<file path="config.mk">
export PLATFORM = sky130hd
export DESIGN_NAME = muldiv_sequencer
export DESIGN_NICKNAME = d
export VERILOG_FILES = /design/src/rtl/muldiv_sequencer.sv
export SDC_FILE = /design/constraint.sdc
export NUM_CORES = 1
export LEC_CHECK = 0
export CAP_MARGIN = 10
export CORE_MARGIN = 2
export CORE_UTILIZATION = 55
export DETAILED_ROUTE_END_ITERATION = 8
export PLACE_DENSITY = 0.82
export SETUP_SLACK_MARGIN = 0.3
export SYNTH_ARGS = -nofsm -noshare
export SYNTH_HDL_FRONTEND = slang
export SYNTH_SLANG_ARGS = --single-unit
</file>
<file path="constraint.sdc">
create_clock -name clk -period 4.14 [get_ports clk]
set_clock_uncertainty 0.05 [all_clocks]
set_input_delay 1.035 -clock clk [delete_from_list [all_inputs] [get_ports clk]]
set_output_delay 1.035 -clock clk [all_outputs]
set_load 0.005 [all_outputs]
</file>
<file path="src/rtl/muldiv_sequencer.sv">
// rtl/muldiv_sequencer.sv - iterative multiply/divide sequencer, one bit per cycle
// Optional signed MULT/DIV support is enabled by defining MULDIV_SIGNED_EN.
module muldiv_sequencer #(
  parameter int WIDTH = 32
) (
  input  logic             clk,
  input  logic             reset,
  input  logic             start,
  input  logic [1:0]       op,
  input  logic [WIDTH-1:0] Input1,
  input  logic [WIDTH-1:0] Input2,
  output logic             busy,
  output logic             done,
  output logic [WIDTH-1:0] HI,
  output logic [WIDTH-1:0] LO
);

  typedef enum logic [1:0] {IDLE, RUN, DONE} state_t;

  localparam logic [5:0] LAST = 6'(WIDTH - 1);

  state_t           state, state_next;
  logic [5:0]       cnt;
  logic             is_div;
  logic [WIDTH-1:0] acc;
  logic [WIDTH-1:0] q;
  logic [WIDTH-1:0] b;

  logic [WIDTH-1:0] mag_a, mag_b;
  logic [WIDTH:0]   mul_sum;
  logic [WIDTH:0]   shifted;
  logic [WIDTH-1:0] diff;
  logic             borrow;
  logic [WIDTH-1:0] acc_next, q_next;
  logic [WIDTH-1:0] hi_res, lo_res;
  logic             last_iter;

`ifdef MULDIV_SIGNED_EN
  logic               neg_res, neg_rem, b_zero;
  logic               a_neg_in, b_neg_in;
  logic [2*WIDTH-1:0] prod, prod_neg;

  assign a_neg_in = op[1] & Input1[WIDTH-1];
  assign b_neg_in = op[1] & Input2[WIDTH-1];

  // Operands are iterated as magnitudes; signs are reapplied on entry to DONE.
  always_comb begin
    mag_a = a_neg_in ? (~Input1 + 1'b1) : Input1;
    mag_b = b_neg_in ? (~Input2 + 1'b1) : Input2;
  end

  always_comb begin
    prod     = {acc_next, q_next};
    prod_neg = ~prod + 1'b1;
    hi_res   = acc_next;
    lo_res   = q_next;
    if (!is_div) begin
      if (neg_res) begin
        hi_res = prod_neg[2*WIDTH-1:WIDTH];
        lo_res = prod_neg[WIDTH-1:0];
      end
    end else begin
      // A zero divisor keeps the raw all-ones quotient regardless of signs.
      if (neg_res && !b_zero) lo_res = ~q_next + 1'b1;
      if (neg_rem)            hi_res = ~acc_next + 1'b1;
    end
  end
`else
  logic unused_op_msb;
  assign unused_op_msb = op[1];

  always_comb begin
    mag_a  = Input1;
    mag_b  = Input2;
    hi_res = acc_next;
    lo_res = q_next;
  end
`endif

  assign last_iter = (cnt == LAST);

  // Shared datapath: shift-add for multiply, restoring shift-subtract for divide.
  always_comb begin
    mul_sum = {1'b0, acc} + {1'b0, (q[0] ? b : {WIDTH{1'b0}})};
    shifted = {acc, q[WIDTH-1]};
    borrow  = (shifted < {1'b0, b});
    diff    = shifted[WIDTH-1:0] - b;
    if (is_div) begin
      if (borrow) begin
        acc_next = shifted[WIDTH-1:0];
        q_next   = {q[WIDTH-2:0], 1'b0};
      end else begin
        acc_next = diff;
        q_next   = {q[WIDTH-2:0], 1'b1};
      end
    end else begin
      acc_next = mul_sum[WIDTH:1];
      q_next   = {mul_sum[0], q[WIDTH-1:1]};
    end
  end

  always_comb begin
    state_next = state;
    busy       = 1'b0;
    done       = 1'b0;
    case (state)
      IDLE: state_next = start ? RUN : IDLE;
      RUN: begin
        busy = 1'b1;
        if (last_iter) state_next = DONE;
      end
      DONE: begin
        done       = 1'b1;
        state_next = start ? RUN : IDLE;
      end
      default: state_next = IDLE;
    endcase
  end

  always_ff @(posedge clk) begin
    if (reset) begin
      state  <= IDLE;
      cnt    <= 6'd0;
      is_div <= 1'b0;
      acc    <= '0;
      q      <= '0;
      b      <= '0;
      HI     <= '0;
      LO     <= '0;
`ifdef MULDIV_SIGNED_EN
      neg_res <= 1'b0;
      neg_rem <= 1'b0;
      b_zero  <= 1'b0;
`endif
    end else begin
      state <= state_next;
      case (state)
        IDLE, DONE: begin
          if (start) begin
            cnt    <= 6'd0;
            is_div <= op[0];
            acc    <= '0;
            q      <= mag_a;
            b      <= mag_b;
`ifdef MULDIV_SIGNED_EN
            neg_res <= a_neg_in ^ b_neg_in;
            neg_rem <= a_neg_in;
            b_zero  <= (Input2 == '0);
`endif
          end
        end
        RUN: begin
          acc <= acc_next;
          q   <= q_next;
          cnt <= cnt + 6'd1;
          if (last_iter) begin
            HI <= hi_res;
            LO <= lo_res;
          end
        end
        default: ;
      endcase
    end
  end

endmodule

</file>
==> results of run 1 <==
-- power by group --
part,switching [mW],internal [mW]
Combinational,0.499,0.366
Sequential,0.0581,1.68
Clock,0.853,0.841
Total,1.41,2.88
-- layer usage --
| metal | wire [um] | vias up |
|---|---|---|
| met5 | 0 | - |
| met4 | 792 | 0 |
| met2 | 14500 | 502 |
| met1 | 14000 | 4973 |
| met3 | 2700 | 62 |
| li1 | - | 5041 |
-- worst paths after layout --
path / startpoint / to / slack [ns] / depth (start not counted)
worst min-delay path: HI[14] / HI[14] / 0.41 / 2
worst max-delay path: q[0] / HI[28] / 0.50 / 14
worst min register to register: HI[14] / HI[14] / 0.41 / 2
worst max register to register: q[0] / HI[28] / 0.50 / 14
-- sequential cells by signal, summed over array words and instances (netlist names) --
signal  flops
HI         32
LO         32
acc        32
b          32
q          32
cnt         6
state       2
is_div      1
-- what timing repair did --
action / in CTS / in global routing
resized for setup: 0 / 3
endpoints found under the setup margin: 0 / 8
setup buffers: 0 / 0
-- area by class of cell --
type / count / area (um2)
well taps: 260 / 325
fillers: 1581 / 6020
inverters: 50 / 188
repair buffers: 166 / 1580
clock buffers: 17 / 425
clock inverters: 15 / 211
multi-input cells: 1040 / 6690
flip-flops and latches: 169 / 3390
-- worst register-to-register path: stages (launching register included) --
cell and delay, ns:
dfxtp_2 0.39, and2_1 0.19, ha_1 0.31, a21oi_1 0.25
o22ai_1 0.22, o2111ai_1 0.34, buf_4 0.18, nand3b_1 0.09
a221oi_1 0.36, buf_4 0.21, nor3_1 0.06, nor3_1 0.18
mux2i_1 0.35, o211ai_2 0.16, a21oi_1 0.21
-- stage by stage --
step                hold WS (ns)  cell area, um2  total power [mW]
floorplan                  0.395           10600              2.36
finish                     0.412           12800              4.29
CTS                        0.415           12800              4.28
detailed placement         0.405           12200              2.61
global route               0.428           12800              4.46
global placement           0.392           12200              2.60
-- cells by family after synthesis --
kind of cell,synth area share
buffers and inverters,0.0514
adders and majority gates,0.0805
xor gates and xnor gates,0.0405
and+or+nand+nor,0.191
AOI/OAI and AO/OA,0.272
muxes,0.0459
DFF,0.319
-- cell usage in the layout (no fill, tap or decap), drive strengths merged, types with 10 or more instances in the layout --
master | synthesis | routed
o211ai | 12 | 12
and2 | 39 | 39
nor2b | 10 | 10
nor2 | 151 | 151
nor3 | 23 | 23
xnor2 | 30 | 30
o21a | 11 | 11
a22o | 11 | 11
buf | 16 | 34
mux2i | 43 | 43
a221oi | 34 | 34
inv | 48 | 55
a21oi | 138 | 138
and3 | 14 | 14
xor2 | 19 | 19
o21ai | 59 | 59
ha | 65 | 65
dfxtp | 169 | 169
a21o | 39 | 39
clkbuf | 70 | 17
nand2 | 146 | 146
clkinv | 2 | 10
nand3 | 31 | 31
a31oi | 15 | 15
clkdlybuf4s50 | 0 | 132
a22oi | 33 | 33
==> results by group, run 1 <==
Floorplanning
  • Initial Util: 0.563
  • Row count: 50
  • Die X: about 140 um
  • Die area: around 20,000 um2
  • Core Region: 18,800 um2
  • Num ports: approximately 140
  • Die height: approximately 140 um

Placement
  • Number of port buffers: roughly 130
  • Setup WS pre-CTS: around 0.46 ns
  • Gp weighted congestion: ~0.96
  • Placed insts: between 1,500 and 2,000
  • DP HPWL: between 20,000 and 25,000 um

Synth
  • Post-synth top area share: 0.319
  • Post-synth EDFFs: 0
  • Post-Syn Area: between 10,000 and 15,000 um2
  • Top_reg_cell synth: dfxtp_1
  • Cells after Synth: approximately 1,300
  • Fraction of registers with async set/reset: 0
  • Seq/Total Area, Yosys: 0.319
  • Syn_nets: roughly 1,500
  • Post-synth cell types: 74
  • Leading cell type by number of instances after synthesis: dfxtp_1
  • Synth warn: 0
  • Leading post-synthesis cells by cell area: dfxtp_1, ha_1, a21oi_1, nor2_1, nand2_1
  • Register bit total from synthesis: roughly 170
  • Syn_area_per_cell: between 7 and 8 um2
  • Synth cell count leaders: dfxtp_1, nor2_1, nand2_1
  • Synth area leader: dfxtp_1

Setup path
  • Max incr delay on CP: slightly below 0.4 ns
  • Crit end category: register
  • Arr. time, crit path: just under 4 ns
  • Critical-path top delay cell: dfxtp_2
  • Family with the most delay on the worst path: compound AO/OA/AOI/OAI gates
  • CP Cell Sequence: and2_1 -> ha_1 -> a21oi_1 -> o22ai_1 -> o2111ai_1 -> buf_4 -> nand3b_1 -> a221oi_1 -> buf_4 -> nor3_1 -> nor3_1 -> mux2i_1 -> o211ai_2 -> a21oi_1
  • Startpoint types: register
  • Max FO, Critical Path: 10
  • Crit path kind: reg -> reg
  • CP bufs+invs: 2
  • CP Data Required Time: between 4 and 5 ns

Route
  • DR vias/cell: between 6 and 7
  • Antenna violation net count after detailed routing: 0
  • Total number of vias: ~11,000
  • Iteration-0 DRC Markers: 918
  • Pre-antenna DRT Iters: 6
  • DRC errors left: 0
  • WL per Instance: approximately 19 um
  • WL final: approximately 32,000 um

Global routing
  • Vias in the first global route: ~10,000
  • GRT Max-Usage Layer: met2
  • Total track usage: 0.313
  • Largest net degree at the start of global routing: slightly above 70
  • Met3 global-route usage: 0.0634
  • GR Overflow Total: 0
  • GR Layer Usage met2: 0.503
  • Initial antenna violation count: 0
  • First-pass GRT wire length: 51,000 um
  • GR Util met1: 0.426

STA
  • TNS Setup: 0 ns
  • Slew Limit Fails: 0
  • Max_slew headroom: 0.422
  • RSZ-0062 raised after global routing: false
  • Final Cycle Share: 0.879
  • Final Hold Vio Count: 0
  • Slew of the pin with the lowest slew margin: between 0.8 and 0.9 ns
  • Fmax: 0.275 GHz
  • Setup slack after layout: between 0.5 and 0.6 ns
  • Setup violations, final: 0
  • Min cycle time layout: 3.64 ns

Min path
  • Min-Delay Path Class: reg -> reg

Clock network
  • Clock transition at path regs: 0.08 ns
  • TritonCTS clock tree: yes
  • Clk sinks: approximately 170
  • CTS Hold Bufs: 0
  • Clk buf depth: 2
  • Worst-Skew Late Latency: between 0.4 and 0.5 ns
  • H-tree depth: 4
  • CTS Root Cell: clkbuf_16
  • CTS Buf Count: 17

Final layout
  • # diodes: 0
  • Layout cells sized above 1: 0.0638
  • Layout area overhead: 20.9%
  • Final #Nets: ~1,600
  • Final std cells w/o fill: roughly 1,700
  • Final core utilization: 0.680

Power
  • Worst VDD drop: approximately 0.28 mV
  • Pwr/cell area: about 340 nW/um2
  • Pleak: 5.26 nW

Run
  • Max_cap viols: 0

Status
  • Outcome: complete, no violations
Note: power is estimated with default switching activity, not from simulation.
==> inputs of run 2 (changes only) <==
--- a/config.mk
+++ b/config.mk
@@ -7,10 +7,11 @@
 export LEC_CHECK = 0
 export CAP_MARGIN = 10
 export CORE_MARGIN = 2
-export CORE_UTILIZATION = 55
+export CORE_UTILIZATION = 57
 export DETAILED_ROUTE_END_ITERATION = 8
-export PLACE_DENSITY = 0.82
+export PLACE_DENSITY = 0.85
 export SETUP_SLACK_MARGIN = 0.3
+export SKIP_CTS_REPAIR_TIMING = 1
 export SYNTH_ARGS = -nofsm -noshare
 export SYNTH_HDL_FRONTEND = slang
 export SYNTH_SLANG_ARGS = --single-unit
==> run 2 against run 1 <==
Combinational power rose by 2%. Largest cell class unchanged. Largest power group unchanged. Via count shrank 1.2%. Highest routed layer unchanged. Flip-flop and latch count is the same.
==> results by group, run 2 (synthesis gave the netlist of run 1 again) <==
Setup path
  • R2R Path End: acc[30]
  • Reg-to-reg slack, setup: 0.48 ns (-0.02 ns)
  • Critical path depth in cells: 13 (-1)
  • Family with the most delay on the worst path: compound AO/OA/AOI/OAI gates
  • R2R Path Start: q[31]
  • CP bufs+invs: 1 (-1)
  • Arr. time, crit path: 3.97 ns (about the same)
  • Critical-path top delay cell: or3_1
  • Crit path kind: reg -> reg
  • Startpoint types: register
  • Max incr delay on CP: 0.42 ns (+0.03 ns)
  • CP Cell Sequence: inv_1 -> ha_1 -> fa_1 -> nor2b_1 -> o31a_1 -> o41a_1 -> a21oi_1 -> or3_1 -> and2_4 -> a211oi_1 -> mux2i_1 -> mux2_2 -> o21ai_0
  • Crit end category: register
  • CP Data Required Time: 4.46 ns (about the same)
  • R2R cell count: 13 (-1)
  • Max FO, Critical Path: 4 (-6)

Clock network
  • CTS Root Cell: clkbuf_16
  • Worst-Skew Late Latency: 0.44 ns (about the same)
  • Clk sinks: 169 (unchanged)
  • Clock transition at path regs: 0.08 ns (about the same)
  • Clk buf depth: 2 (unchanged)
  • CTS Buf Count: 17 (unchanged)
  • TritonCTS clock tree: yes
  • H-tree depth: 4 (unchanged)

Route
  • DR vias/cell: 6.22 (+1.0%)
  • Antenna violation net count after detailed routing: 0 (unchanged)
  • Iteration-0 DRC Markers: 1,038 (+13%)
  • WL per Instance: 18.8 um (+0.99%)
  • Pre-antenna DRT Iters: 5 (-1)
  • WL final: 31,600 um (-1.2%)
  • DRC errors left: 0 (unchanged)
  • Total number of vias: 10,400 (-1.2%)

Final layout
  • Layout area overhead: 20.0%
  • Final std cells w/o fill: 1,679 (-2.2%)
  • Final #Nets: 1,573 (-0.44%)
  • Final core utilization: 0.703 (+0.0229)
  • Commonest non-fill, non-tap cells in the layout: dfxtp_1, nor2_1, nand2_1
  • # diodes: 0 (unchanged)
  • Commonest non-fill, non-tap cell in the layout: dfxtp_1
  • Layout cells sized above 1: 0.0586 (-0.00521)

Floorplanning
  • Die X: 140 um (-1.7%)
  • Core Region: 18,100 um2 (-4.0%)
  • Die height: 140 um (-1.7%)
  • Num ports: 135 (unchanged)
  • Row count: 49 (-2.0%)
  • Die area: 19,700 um2 (-3.4%)
  • Initial Util: 0.586 (+0.0232)

Run
  • Max_cap viols: 0 (unchanged)

Status
  • Outcome: complete, no violations

STA
  • Slew of the pin with the lowest slew margin: 1.22 ns (+0.356 ns)
  • Max_slew headroom: 0.184 (-0.237)
  • Slew Limit Fails: 0 (unchanged)
  • Setup violations, final: 0 (unchanged)
  • Min cycle time layout: 3.66 ns (+0.0199 ns)
  • Final Hold Vio Count: 0 (unchanged)
  • RSZ-0062 raised after global routing: false
  • TNS Setup: 0 ns (unchanged)
  • Final Cycle Share: 0.883 (+0.00480)
  • Fmax: 0.273 GHz (-0.54%)

Global routing
  • Largest net degree at the start of global routing: 96 (+35%)
  • Vias in the first global route: 9,939 (-0.47%)
  • Initial antenna violation count: 0 (unchanged)
  • First-pass GRT wire length: 50,500 um (-0.89%)
  • Total track usage: 0.318 (+0.00431)
  • GR Overflow Total: 0 (unchanged)

Min path
  • Min-Delay Path Class: reg -> reg
  • Worst Hold Path EP: HI[14]
  • Worst min-delay path startpoint: HI[14]
  • Hold Crit Depth: 2 (unchanged)

Placement
  • DP HPWL: 22,000 um (-1.8%)
  • Gp weighted congestion: 0.986 (+2.8%)
  • Placed insts: 1,647 (-2.3%)
  • Number of port buffers: 133 (unchanged)

Power
  • Pleak: 5.22 nW (-0.69%)
  • Worst VDD drop: 0.294 mV (+5.2%)
  • Pwr/cell area: 339 nW/um2 (+1.1%)
## run 2: cell types whose count changed in the layout (fill, tap and decap cells not counted)
cell | previous run | this run
or2_1 | 0 | 1
or2_2 | 4 | 3
inv_12 | 4 | 3
clkinv_8 | 6 | 7
buf_4 | 34 | 27
## run 2: final cells by class
| class | count | area (um2) |
|---|---|---|
| clock buffers | 17 | 425 |
| clock inverters | 15 | 211 |
| fillers | 1421 | 5370 |
| inverters | 50 | 188 |
| multi-input cells | 1040 | 6690 |
| flip-flops and latches | 169 | 3390 |
| well taps | 229 | 287 |
| repair buffers | 159 | 1520 |
## run 2: worst max-delay path by stage
stage | endpoint | from | slack (ns)
floorplan | HI[24] | q[0] | 1.07
global placement | acc[30] | q[0] | 0.51
detailed placement | acc[30] | q[0] | 0.44
CTS | acc[30] | q[0] | 0.38
global route | q[0] | b[1] | 0.35
finish | acc[30] | q[31] | 0.48
## run 2: worst register-to-register path: cells and delay by family, from the launching register on
kind	cells	cell delay (ns)
buf+inv	1	0.08
compound gates	5	1.16
flops	1	0.40
simple gates	3	0.83
fa+ha+maj	2	0.63
mux	2	0.43
## run 2: per-layer routing
layer / wire [um] / vias up / GRT usage
met4: 764 / 0 / 0.0957
met5: 0 / - / 0
li1: - / 5042 / -
met3: 2710 / 57 / 0.0653
met1: 13700 / 4913 / 0.427
met2: 14500 / 436 / 0.515
## run 2: report_power, final
group | switching [mW] | internal, mW | total [mW] | leakage (nW)
combinational | 0.517 | 0.365 | 0.883 | 3.54
sequential | 0.0625 | 1.68 | 1.74 | 1.37
clock | 0.850 | 0.839 | 1.69 | 0.304
total | 1.43 | 2.88 | 4.31 | 5.22
## run 2: metrics by stage
stage | area, um2 | setup slack (ns) | power, mW | hold slack, ns
after global placement | 12100 | 0.513 | 2.61 | 0.395
final | 12700 | 0.483 | 4.31 | 0.406
after floorplan | 10600 | 1.07 | 2.36 | 0.395
after CTS | 12700 | 0.379 | 4.29 | 0.409
after global routing | 12700 | 0.347 | 4.47 | 0.428
after detailed placement | 12100 | 0.439 | 2.63 | 0.402
==> inputs of run 3 (changes only) <==
==> constraint.sdc (replaced) <==
create_clock -name clk -period 4.1 [get_ports clk]
set_clock_uncertainty 0.05 [all_clocks]
set_input_delay 1.025 -clock clk [delete_from_list [all_inputs] [get_ports clk]]
set_output_delay 1.025 -clock clk [all_outputs]
set_load 0.005 [all_outputs]
==> run 3 against run 2 <==
Hold slack improved by 0.0038 ns. Final cell count decreased by 0.18%. Routed wire length increased by 0.22%. Clock power increased by 2%. Count of clock-buffer cells in the layout unchanged. First-iteration DRC count increased by 6.4%. Maximum frequency decreased by 0.31%. Combinational power increased by 0.7%. Via count increased by 1.4%. Total power increased by 1.5%. Core utilization decreased by 0.062 points. Critical endpoint is now acc[27].
==> results by group, run 3 (synthesis gave the netlist of run 1 again) <==
Setup path
  • Reg-to-reg slack, setup: 0.43 ns (-0.05 ns)
  • CP Data Required Time: 4.37 ns (-0.09 ns)
  • Arr. time, crit path: 3.94 ns (-0.03 ns)
  • Crit path kind: reg -> reg
  • Max FO, Critical Path: 15 (+11)
  • Crit end category: register
  • Startpoint types: register

Clock network
  • Worst-Skew Late Latency: 0.44 ns (about the same)
  • CTS Buf Count: 17 (unchanged)
  • H-tree depth: 4 (unchanged)
  • TritonCTS clock tree: yes
  • Clock transition at path regs: 0.08 ns (about the same)
  • Clk sinks: 169 (unchanged)
  • CTS Root Cell: clkbuf_16
  • Clk buf depth: 2 (unchanged)

Power
  • Comb power frac: 0.203 (-0.002)
  • Pwr/cell area: 344 nW/um2 (+1.6%)
  • Worst VDD drop: 0.280 mV (-4.7%)
  • Switching Share: 0.333 (+0.00110)
  • Clock power share: 0.396 (+0.004)
  • Pleak: 5.21 nW (-0.15%)
  • Psw: 1.46 mW (+1.9%)
  • Pint: 2.92 mW (+1.4%)
  • Sequential share of power: 0.401 (-0.002)

Run
  • Max_cap viols: 0 (unchanged)

Final layout
  • Commonest non-fill, non-tap cell in the layout: dfxtp_1
  • Final core utilization: 0.703 (about the same)
  • Commonest non-fill, non-tap cells in the layout: dfxtp_1, nor2_1, nand2_1
  • Register area: 3390 um2 (unchanged)
  • Final #Nets: 1,570 (-0.19%)
  • Layout area overhead: 19.9% (about the same)
  • Area of the multi-input gates: 6690 um2 (unchanged)
  • # diodes: 0 (unchanged)
  • Layout cells sized above 1: 0.0567 (-0.00195)
  • Fill count: 1,462 (+2.9%)

STA
  • Slew of the pin with the lowest slew margin: 1.22 ns (-0.00630 ns)
  • Final Cycle Share: 0.895 (+0.0113)
  • TNS Setup: 0 ns (unchanged)
  • RSZ-0062 raised after global routing: false
  • Final Hold Vio Count: 0 (unchanged)
  • Slew Limit Fails: 0 (unchanged)
  • Setup violations, final: 0 (unchanged)
  • Min cycle time layout: 3.67 ns (+0.0112 ns)
  • Fmax: 0.273 GHz (-0.31%)
  • Max_slew headroom: 0.188 (+0.00420)

Route
  • WL per Instance: 18.9 um (+0.40%)
  • Pre-antenna DRT Iters: 5 (unchanged)
  • WL final: 31,700 um (+0.22%)
  • DR vias/cell: 6.32 (+1.6%)
  • Iteration-0 DRC Markers: 1,104 (+6.4%)
  • Total number of vias: 10,600 (+1.4%)
  • DRC errors left: 0 (unchanged)
  • Antenna violation net count after detailed routing: 0 (unchanged)

Status
  • Outcome: complete, no violations

Global routing
  • GR Overflow Total: 0 (unchanged)
  • Largest net degree at the start of global routing: 81 (-16%)
  • Total track usage: 0.317 (-0.000822)
  • Initial antenna violation count: 0 (unchanged)
  • First-pass GRT wire length: 50,700 um (+0.30%)
  • Vias in the first global route: 9,891 (-0.48%)

Floorplanning
  • Die height: 140 um (unchanged)
  • Num ports: 135 (unchanged)
  • Initial Util: 0.586 (unchanged)
  • Die area: 19,700 um2 (unchanged)
  • Die X: 140 um (unchanged)
  • Row count: 49 (unchanged)
  • Core Region: 18,100 um2 (unchanged)

Placement
  • Gp weighted congestion: 0.968 (-1.9%)
  • Number of port buffers: 133 (unchanged)
  • DP HPWL: 21,800 um (-0.60%)

Min path
  • Min-Delay Path Class: reg -> reg
-- run 3: cell count changes in the layout (fill, tap and decap cells not counted), sizes merged --
cell	delta
inv	+3
clkinv	-3
buf	-3
-- run 3: worst paths after layout --
| check | startpoint | to | cells after the start |
|---|---|---|---|
| worst max register to register | b[6] | acc[27] | 13 |
| worst min register to register | HI[18] | HI[18] | 2 |
| worst max-delay path | b[6] | acc[27] | 13 |
| worst min-delay path | HI[18] | HI[18] | 2 |
-- run 3: cell type report --
class	instances	area share
Multi-Input combinational cell	1040	0.527
Timing Repair Buffer	156	0.118
Clock inverter	15	0.0175
Tap cell	229	0.0226
Sequential cell	169	0.267
Clock buffer	17	0.0335
Inverter	50	0.0148
-- run 3: routing by layer --
layer	global-route usage	part of all wire	vias to the layer above	routed length (um)
met1	0.413	0.43	5017	13500
met4	0.106	0.028	0	892
li1	-	-	5029	-
met5	0	0	-	0
met2	0.520	0.46	484	14600
met3	0.0711	0.085	68	2700
-- run 3: power by group through the flow --
stage               registers [mW]  clock network (mW)  logic [mW]
floorplan                     1.76                   0       0.624
global placement              1.79                   0       0.844
detailed placement            1.79                   0       0.859
finish                        1.76                1.73       0.889
global route                  1.76                1.82       0.964
CTS                           1.75                1.74       0.871
-- run 3: critical path, stage by stage, from the launching register on --
cell and delay, ns:
dfxtp_1 0.37, inv_1 0.06, ha_1 0.44, a211o_1 0.19
o211ai_1 0.10, a21oi_1 0.34, a211o_1 0.20, nand3_2 0.18
a21oi_4 0.42, or2_1 0.20, buf_4 0.28, mux2_2 0.38
mux2i_1 0.23, o21ai_0 0.11
-- run 3: stage by stage --
| step | hold slack [ns] | power, mW | cells | instance area (um2) | setup slack (ns) |
|---|---|---|---|---|---|
| 4_1_cts | 0.410 | 4.36 | 1676 | 12700 | 0.384 |
| 3_3_place_gp | 0.395 | 2.63 | 1644 | 12100 | 0.479 |
| 3_5_place_dp | 0.400 | 2.65 | 1644 | 12100 | 0.399 |
| 6_report | 0.410 | 4.38 | 1676 | 12700 | 0.431 |
| 5_1_grt | 0.432 | 4.54 | 1676 | 12700 | 0.304 |
| 2_1_floorplan | 0.395 | 2.39 | 1345 | 10600 | 1.03 |
